$ cat src/rtl/mem_port_arbiter_if.sv
// mem_port_arbiter_if: fetch, data and unified-bus signals of mem_port_arbiter.
// Ports: if_* (fetch requester), d_* (data requester), mem_* (memory bus);
// modport master = arbiter side, modport slave = pipeline + memory side.
interface mem_port_arbiter_if #(
    parameter int DW = 32,
    parameter int AW = 32
);
    logic            if_req;
    logic [AW-1:0]   if_addr;
    logic [DW-1:0]   if_rdata;
    logic            if_ack;
    logic            if_err;
    logic            if_stall;

    logic            d_req;
    logic            d_we;
    logic [AW-1:0]   d_addr;
    logic [DW-1:0]   d_wdata;
    logic [DW/8-1:0] d_sel;
    logic [DW-1:0]   d_rdata;
    logic            d_ack;
    logic            d_err;
    logic            d_stall;

    logic            mem_req;
    logic            mem_we;
    logic [AW-1:0]   mem_addr;
    logic [DW-1:0]   mem_wdata;
    logic [DW/8-1:0] mem_sel;
    logic [DW-1:0]   mem_rdata;
    logic            mem_ack;

    modport master (
        input  if_req, if_addr,
        output if_rdata, if_ack, if_err, if_stall,
        input  d_req, d_we, d_addr, d_wdata, d_sel,
        output d_rdata, d_ack, d_err, d_stall,
        output mem_req, mem_we, mem_addr, mem_wdata, mem_sel,
        input  mem_rdata, mem_ack
    );

    modport slave (
        output if_req, if_addr,
        input  if_rdata, if_ack, if_err, if_stall,
        output d_req, d_we, d_addr, d_wdata, d_sel,
        input  d_rdata, d_ack, d_err, d_stall,
        input  mem_req, mem_we, mem_addr, mem_wdata, mem_sel,
        output mem_rdata, mem_ack
    );
endinterface

$ cat src/rtl/mem_port_arbiter.sv
// mem_port_arbiter: shares one memory bus between fetch and data, data first,
// with a fetch anti-starvation guard and a bounded wait for mem_ack.
// Ports: clk, rst (async, active low), bus (mem_port_arbiter_if.master).
module mem_port_arbiter #(
    parameter int DW           = 32,
    parameter int AW           = 32,
    parameter int STARVE_LIMIT = 4,
    parameter int TIMEOUT      = 255
) (
    input logic                clk,
    input logic                rst,
    mem_port_arbiter_if.master bus
);
    localparam int WW = $clog2(TIMEOUT + 1);
    localparam int CW = $clog2(STARVE_LIMIT + 1);

    typedef enum logic [1:0] {IDLE, BUSY_D, BUSY_IF} state_t;

    state_t        state;
    state_t        state_nx;
    logic [WW-1:0] wait_cnt;
    logic [CW-1:0] starve_cnt;
    logic          if_elig;
    logic          d_elig;
    logic          grant_d;
    logic          grant_if;
    logic          done;
    logic          abort;

    // A requester still seeing its ack this cycle holds a stale req.
    assign if_elig = bus.if_req & ~bus.if_ack;
    assign d_elig  = bus.d_req & ~bus.d_ack;

    assign bus.if_stall = bus.if_req & ~bus.if_ack;
    assign bus.d_stall  = bus.d_req & ~bus.d_ack;

    always_comb begin
        state_nx = state;
        grant_d  = 1'b0;
        grant_if = 1'b0;
        done     = 1'b0;
        abort    = 1'b0;
        unique case (state)
            IDLE: begin
                if (d_elig && if_elig) begin
                    if (starve_cnt == CW'(STARVE_LIMIT))
                        grant_if = 1'b1;
                    else
                        grant_d = 1'b1;
                end else begin
                    grant_d  = d_elig;
                    grant_if = if_elig;
                end
                if (grant_d)
                    state_nx = BUSY_D;
                else if (grant_if)
                    state_nx = BUSY_IF;
            end
            BUSY_D, BUSY_IF: begin
                // mem_ack wins over a timeout hit in the same cycle.
                if (bus.mem_ack)
                    done = 1'b1;
                else if (wait_cnt == WW'(TIMEOUT - 1))
                    abort = 1'b1;
                if (done || abort)
                    state_nx = IDLE;
            end
            default: state_nx = IDLE;
        endcase
    end

    always_ff @(posedge clk or negedge rst) begin
        if (!rst)
            state <= IDLE;
        else
            state <= state_nx;
    end

    always_ff @(posedge clk or negedge rst) begin
        if (!rst) begin
            bus.mem_req   <= 1'b0;
            bus.mem_we    <= 1'b0;
            bus.mem_addr  <= '0;
            bus.mem_wdata <= '0;
            bus.mem_sel   <= '0;
            bus.if_rdata  <= '0;
            bus.if_ack    <= 1'b0;
            bus.if_err    <= 1'b0;
            bus.d_rdata   <= '0;
            bus.d_ack     <= 1'b0;
            bus.d_err     <= 1'b0;
            wait_cnt      <= '0;
            starve_cnt    <= '0;
        end else begin
            bus.if_ack <= 1'b0;
            bus.if_err <= 1'b0;
            bus.d_ack  <= 1'b0;
            bus.d_err  <= 1'b0;

            if (grant_d) begin
                bus.mem_req   <= 1'b1;
                bus.mem_we    <= bus.d_we;
                bus.mem_addr  <= bus.d_addr;
                bus.mem_wdata <= bus.d_wdata;
                bus.mem_sel   <= bus.d_sel;
            end else if (grant_if) begin
                bus.mem_req   <= 1'b1;
                bus.mem_we    <= 1'b0;
                bus.mem_addr  <= bus.if_addr;
                bus.mem_wdata <= '0;
                bus.mem_sel   <= '1;
            end

            if (done || abort) begin
                bus.mem_req <= 1'b0;
                if (state == BUSY_D) begin
                    bus.d_ack   <= 1'b1;
                    bus.d_err   <= abort;
                    bus.d_rdata <= done ? bus.mem_rdata : '0;
                end else begin
                    bus.if_ack   <= 1'b1;
                    bus.if_err   <= abort;
                    bus.if_rdata <= done ? bus.mem_rdata : '0;
                end
            end

            if (state == IDLE)
                wait_cnt <= '0;
            else if (!bus.mem_ack)
                wait_cnt <= wait_cnt + WW'(1);

            if (!bus.if_req || grant_if)
                starve_cnt <= '0;
            else if (grant_d && starve_cnt != CW'(STARVE_LIMIT))
                starve_cnt <= starve_cnt + CW'(1);
        end
    end
endmodule

$ cat src/flat_wrapper.sv
// flat-port wrapper written by rule: the top's interface ports become plain ports
module mem_port_arbiter_flat 
#(
    parameter int DW           = 32,
    parameter int AW           = 32,
    parameter int STARVE_LIMIT = 4,
    parameter int TIMEOUT      = 255
)
  (clk, rst, bus_if_req, bus_if_addr, bus_if_rdata, bus_if_ack, bus_if_err, bus_if_stall, bus_d_req, bus_d_we, bus_d_addr, bus_d_wdata, bus_d_sel, bus_d_rdata, bus_d_ack, bus_d_err, bus_d_stall, bus_mem_req, bus_mem_we, bus_mem_addr, bus_mem_wdata, bus_mem_sel, bus_mem_rdata, bus_mem_ack);
  mem_port_arbiter_if #(.DW(DW), .AW(AW)) bus_i ();
  input logic clk;
  input logic rst;
  input wire logic [$bits(bus_i.if_req)-1:0] bus_if_req;
  input wire logic [$bits(bus_i.if_addr)-1:0] bus_if_addr;
  output wire logic [$bits(bus_i.if_rdata)-1:0] bus_if_rdata;
  output wire logic [$bits(bus_i.if_ack)-1:0] bus_if_ack;
  output wire logic [$bits(bus_i.if_err)-1:0] bus_if_err;
  output wire logic [$bits(bus_i.if_stall)-1:0] bus_if_stall;
  input wire logic [$bits(bus_i.d_req)-1:0] bus_d_req;
  input wire logic [$bits(bus_i.d_we)-1:0] bus_d_we;
  input wire logic [$bits(bus_i.d_addr)-1:0] bus_d_addr;
  input wire logic [$bits(bus_i.d_wdata)-1:0] bus_d_wdata;
  input wire logic [$bits(bus_i.d_sel)-1:0] bus_d_sel;
  output wire logic [$bits(bus_i.d_rdata)-1:0] bus_d_rdata;
  output wire logic [$bits(bus_i.d_ack)-1:0] bus_d_ack;
  output wire logic [$bits(bus_i.d_err)-1:0] bus_d_err;
  output wire logic [$bits(bus_i.d_stall)-1:0] bus_d_stall;
  output wire logic [$bits(bus_i.mem_req)-1:0] bus_mem_req;
  output wire logic [$bits(bus_i.mem_we)-1:0] bus_mem_we;
  output wire logic [$bits(bus_i.mem_addr)-1:0] bus_mem_addr;
  output wire logic [$bits(bus_i.mem_wdata)-1:0] bus_mem_wdata;
  output wire logic [$bits(bus_i.mem_sel)-1:0] bus_mem_sel;
  input wire logic [$bits(bus_i.mem_rdata)-1:0] bus_mem_rdata;
  input wire logic [$bits(bus_i.mem_ack)-1:0] bus_mem_ack;
  assign bus_i.if_req = bus_if_req;
  assign bus_i.if_addr = bus_if_addr;
  assign bus_if_rdata = bus_i.if_rdata;
  assign bus_if_ack = bus_i.if_ack;
  assign bus_if_err = bus_i.if_err;
  assign bus_if_stall = bus_i.if_stall;
  assign bus_i.d_req = bus_d_req;
  assign bus_i.d_we = bus_d_we;
  assign bus_i.d_addr = bus_d_addr;
  assign bus_i.d_wdata = bus_d_wdata;
  assign bus_i.d_sel = bus_d_sel;
  assign bus_d_rdata = bus_i.d_rdata;
  assign bus_d_ack = bus_i.d_ack;
  assign bus_d_err = bus_i.d_err;
  assign bus_d_stall = bus_i.d_stall;
  assign bus_mem_req = bus_i.mem_req;
  assign bus_mem_we = bus_i.mem_we;
  assign bus_mem_addr = bus_i.mem_addr;
  assign bus_mem_wdata = bus_i.mem_wdata;
  assign bus_mem_sel = bus_i.mem_sel;
  assign bus_i.mem_rdata = bus_mem_rdata;
  assign bus_i.mem_ack = bus_mem_ack;
  mem_port_arbiter #(.DW(DW), .AW(AW), .STARVE_LIMIT(STARVE_LIMIT), .TIMEOUT(TIMEOUT)) u_core (.clk(clk), .rst(rst), .bus(bus_i));
endmodule
$ cat config.mk
export PLATFORM = sky130hd
export DESIGN_NAME = mem_port_arbiter_flat
export DESIGN_NICKNAME = d
export VERILOG_FILES = /design/src/rtl/mem_port_arbiter_if.sv /design/src/rtl/mem_port_arbiter.sv /design/src/flat_wrapper.sv
export SDC_FILE = /design/constraint.sdc
export NUM_CORES = 1
export LEC_CHECK = 0
export ABC_AREA = 1
export CAP_MARGIN = 0
export CORE_MARGIN = 2
export CORE_UTILIZATION = 46
export DETAILED_ROUTE_END_ITERATION = 10
export PLACE_DENSITY = 0.86
export SLEW_MARGIN = 20
export SYNTH_ARGS = -nofsm -noshare
export SYNTH_HDL_FRONTEND = slang
export SYNTH_SLANG_ARGS = --single-unit
$ cat constraint.sdc
create_clock -name clk -period 3.6 [get_ports clk]
set_clock_uncertainty 0.15 [all_clocks]
set_input_delay 0.36 -clock clk [delete_from_list [all_inputs] [get_ports clk]]
set_output_delay 0.36 -clock clk [all_outputs]
set_load 0.02 [all_outputs]
==> Yosys cells after proc, flatten, opt, wreduce, memory -nomap -nowiden <==
Cells that the tools add are included.
{ "op_classes": {"addsub": 2, "n_eq_ne": 8, "mux": 43, "bitwise": 5, "reduce_logical": 14} }
{ "ops": {"columns": ["operator", "n"], "rows": [
  ["2-to-1 mux 32 bit", 5],
  ["2-to-1 mux 1 bit", 28],
  ["2-to-1 mux 8 bit", 2],
  ["adder 8 x 1 -> 8 bit, second input constant", 1],
  ["equality test 8 bit, second input constant", 1],
  ["2-to-1 mux 4 bit", 2],
  ["2-to-1 mux 2 bit", 3],
  ["2-to-1 mux 3 bit", 2],
  ["AND reduction 2 bit", 3],
  ["!= test 2 x 1 -> 1 bit, second input constant", 2],
  ["case mux 2 bit (2 select lines)", 1],
  ["nonzero test 2 bit", 2],
  ["adder 3 x 1 -> 3 bit, second input constant", 1],
  ["equality test 3 bit, second input constant", 1],
  ["logical OR 1 bit", 3],
  ["!= test 3 x 1 -> 1 bit, second input constant", 1],
  ["!= test 3 bit, second input constant", 1],
  ["NOT 1 bit", 3],
  ["nonzero test 3 bit", 1],
  ["bitwise AND 1 bit", 2],
  ["equality test 2 x 1 -> 1 bit, second input constant", 1],
  ["equality test 2 bit, second input constant", 1],
  ["logical AND 1 bit", 2],
  ["zero test 2 bit", 1],
  ["other kinds (2)", 2]
]} }
{ "word_totals": {"ff_bits": 151, "input_bits": 138, "output_inout_bits": 140, "word_cells": 86} }

==> Depth between registers and ports, before layout <==
{ "depth": {"depth_word": 9, "ltp_mapped": 11, "depth_no_buf": 10} }

==> Least setup slack after synthesis <==
Ideal clock, no wire load.
{ "synth_path": {"path_type": "reg-to-reg", "start": "register u_core.state[0]", "end": "register u_core.bus.d_rdata[0]", "setup_time_ns": 0.117, "arrival_ns": 1.347, "required_time_ns": 3.333, "path_slack_ns": 1.986, "path_stages_with_launch": 11, "n_path_buf": 1, "synth_period_minus_slack_ns": 1.614, "cell_sequence": "dfrtp_1 -> inv_1 -> ha_1 -> inv_1 -> nor2_1 -> nand3_2 -> nand2_4 -> nand2_4 -> buf_6 -> nand2_1 -> nand2_1"} }
{ "synth_via": {"elab_chain_cells": 5, "word_cells_on_any_way": 8, "cone_classes": "eq/ne: 2; mux: 3; reduce/logical: 3"} }
{ "synth_lines": {"columns": ["element", "line", "source"], "rows": [
  ["from (decl)", "mem_port_arbiter.sv:19", "state_t state;"],
  ["from (signal assigned)", "mem_port_arbiter.sv:76", "state <= state_nx;"],
  ["equality test 2 bit or equality test 2 x 1 -> 1 bit (tied branches)", "mem_port_arbiter.sv:43, mem_port_arbiter.sv:116", null],
  ["OR reduction 2 bit", "mem_port_arbiter.sv:43", "unique case (state)"],
  ["2-to-1 mux 1 bit", "mem_port_arbiter.sv:43", null],
  ["logical OR 1 bit", "mem_port_arbiter.sv:114", "if (done || abort) begin"],
  ["AND reduction 2 bit (no line)", null, null],
  ["to (signal assigned)", "mem_port_arbiter.sv:119", "bus.d_rdata <= done ? bus.mem_rdata : '0;"],
  ["to (decl)", "mem_port_arbiter_if.sv:37", "output d_rdata, d_ack, d_err, d_stall,"]
]} }
Parallel ways exist; a longest one is shown, timed or not.
A chain may end at the register's enable or synchronous reset.

==> Final worst setup path <==
{ "layout_path": {"start": "register u_core.state[1]", "end": "register u_core.bus.mem_wdata[16]"} }
{ "layout_via": {"elab_chain_cells": 3, "word_cells_on_any_way": 5, "cone_classes": "mux: 3; reduce/logical: 2"} }
{ "layout_lines": {"columns": ["element", "line", "source"], "rows": [
  ["zero test 2 bit (*)", "mem_port_arbiter.sv:43", null],
  ["2-to-1 mux 1 bit", "mem_port_arbiter.sv:43", null],
  ["2-to-1 mux 32 bit or nonzero test 2 bit (tied branches)", null, null],
  ["to (signal assigned)", "mem_port_arbiter.sv:104", "bus.mem_wdata <= bus.d_wdata;"],
  ["to (decl)", "mem_port_arbiter_if.sv:38", "output mem_req, mem_we, mem_addr, mem_wdata, mem_sel,"]
]} }
Every way passes the cells marked *; elsewhere a longest branch is shown, timed or not.

==> results_dict.tcl <==
set metrics [dict create \
    totalWireLength_mm 19.38 \
    status "complete, no violations" \
    fp.dieW_um 123.7 \
    synth_cell_types 28 \
    ys_seq_elements 151 \
    worstSetupEndpointType "flip-flop" \
    period_share_pct 69.77 \
    setup_ws_ps 1088 \
    numPlacedInstances 1240 \
    max_freq_mhz 398.1 \
    required_ps 3800 \
    finalPower_mw 8.793 \
    grt_max_degree 80 \
    grt-ovfl-total 0 \
    vias 6062 \
    yosysWarnings 0 \
    setup_viol 0 \
    worstPathMaxFanout 44 \
    drv_cap 0 \
    synthTopCellsByArea "dfrtp_1, nand2_1, inv_1, nor2_1, nand3_1" \
    slowest_stage "inv_2" \
    final.fill_count 1006 \
    drv_slew 0 \
    mostFrequentLayoutCell "nand2_1" \
    arrival_ps 2710 \
    gp_congestion 0.8339 \
    synthCells 807 \
    crit_type "flip-flop to flip-flop" \
    io_pins 278 \
    drtAntennaViolNets 0 \
    die_y_um 123.7 \
    p_leak_nw 5.057 \
    dieArea_mm2 0.01531 \
    initial_core_util_pct 47.32 \
    final_cells 1272 \
    cts.path.max_buffers 2 \
    cts-resized-gates 0 \
    path_cells "inv_1 > ha_1 > nand3_2 > inv_2 > buf_4 > nand2_1 > nand2_1" \
    grt_first_pass_wirelength_mm 29.71 \
    numCtsBuffers 17 \
    drive_gt1_share_pct 5.311 \
    first_global_vias 5918 \
    core_mm2 0.01393 \
    rsz0062_at_grt "no" \
    post_cts_buffers 0 \
    synth_fp_nets 951 \
    synth_seq_area_share_pct 57.31 \
    io_buffers 277 \
    cts_tree "done" \
    tightest_slew_ps 752.8 \
    netlist_area_mm2 0.006594 \
    yosysTopAreaCell "dfrtp_1" \
    groute.usage.overall_pct 25.50 \
    drtPass1Iterations 4 \
    slowest_delay_ps 640 \
    avgSynthCellArea_um2 8.171 \
    clkTransAtPathRegs_ps 60 \
    vdd_drop_max_mv 0.6771 \
    wl_per_cell_um 15.24 \
    final_nets 1224 \
    period_needed_ps 2512 \
    design_area_mm2 0.01002 \
    final_cell_mix "nand2_1, clkdlybuf4s50_1, dfrtp_1" \
    post-route-drc-count 0 \
    root_buffer "clkbuf_16" \
    hp-class "flip-flop to flip-flop" \
    via_per_inst 4.766 \
    hold_viol 0 \
    antenna_found_initial 0 \
    antenna_cells 0 \
    utilization_pct 71.91 \
    start_kind "flip-flop" \
    hpwl_mm 13.73 \
    synth_top_area_share_pct 57.31 \
    tns_ps 0 \
    placementRows 43 \
    maxSlewHeadroom_pct 49.81 \
    insertion_delay_ps 410 \
    area_delta_synth_final_pct 51.97 \
    hold_slack_ps 318.4 \
    cts.sinks 151 \
    drt_iter0_drc 337 \
    place_area_mm2 0.009438 \
    h-tree-depth 4 \
    p_per_area_mw_per_mm2 877.4 \
    pre_cts_slack_ps 878.7 \
    cpMostUsedCell "nand2_1" \
]
## per-layer routing
layer	global-route usage, %	up-vias	wire length [um]
li1	-	2974	-
met1	30.09	2811	7316
met2	42.07	244	9259
met3	11.13	33	2319
met4	7.955	0	486
met5	0	-	0
## cell usage after synthesis
cell,n
o21bai_1,2
nor2_4,3
nor3b_1,1
o211ai_1,2
o21ai_2,1
o31ai_1,1
buf_6,11
inv_2,5
clkinv_1,1
a31oi_1,1
o21ai_0,5
buf_2,7
inv_1,61
inv_4,1
nand2_1,416
nand3_2,3
nand4_1,3
nor2_1,59
nand2_2,1
buf_4,4
nand2_4,4
dfrtp_1,151
nor2_8,1
a21oi_1,4
clkbuf_1,10
ha_1,6
nand3_1,42
buf_1,1
## path summary, 6_finish.rpt
| path | endpoint | slack (ps) | depth (start not counted) | from |
|---|---|---|---|---|
| max | u_core.bus.mem_wdata[16] | 1090 | 7 | u_core.state[1] |
| min | u_core.bus.d_rdata[0] | 320 | 2 | u_core.bus.d_rdata[0] |
| max reg2reg | u_core.bus.mem_wdata[16] | 1090 | 7 | u_core.state[1] |
| min reg2reg | u_core.bus.d_rdata[0] | 320 | 2 | u_core.bus.d_rdata[0] |
| max in group asynchronous | u_core.bus.mem_wdata[22] | 2060 | 3 | rst |
| min in group asynchronous | u_core.bus.if_rdata[18] | 390 | 2 | rst |
## cell families (layout without fill, tap and decap cells)
| kind of cell | after synthesis | after routing | synth area share, % |
|---|---|---|---|
| simple gates | 533 | 533 | 32.68 |
| flops | 151 | 151 | 57.31 |
| buf+inv | 101 | 386 | 7.400 |
| compound gates | 16 | 16 | 1.480 |
| fa+ha+maj | 6 | 6 | 1.138 |
## layout make-up
type                            count  area, um^2  share of cell area (%)
Inverter                           68       257.7                   2.572
Clock buffer                       22       474.2                   4.732
Timing Repair Buffer              287        2851                   28.46
Multi-Input combinational cell    555        2335                   23.30
Tap cell                          180       225.2                   2.247
Clock inverter                      9       98.84                  0.9864
Sequential cell                   151        3779                   37.71
## worst max-delay path, delay by kind of cell (launching register included)
kind	cells	cell delay [ps]
adders and majority gates	1	390
buffers and inverters	3	1030
DFF	1	370
and+or+nand+nor	3	470
## what timing repair did
action | CTS | global route
hold buffers | 1 | 0
hold endpoints to repair | 76 | 0
setup endpoints to repair | 0 | 0
## where the power goes
group,internal [mW],switching [mW]
clock,1.07,0.663
combinational,1.79,2.41
sequential,2.43,0.434
## flip-flops by register name, summed over array words and instances, names as in the netlist
register	count
u_core.bus.mem_sel	4
u_core.bus.mem_we	1
u_core.bus.if_rdata	32
u_core.starve_cnt	3
u_core.bus.d_ack	1
u_core.bus.mem_addr	32
u_core.bus.if_err	1
u_core.state	2
u_core.bus.d_rdata	32
u_core.wait_cnt	8
u_core.bus.d_err	1
u_core.bus.if_ack	1
u_core.bus.mem_req	1
u_core.bus.mem_wdata	32
Note: power is estimated with default switching activity, not from simulation.
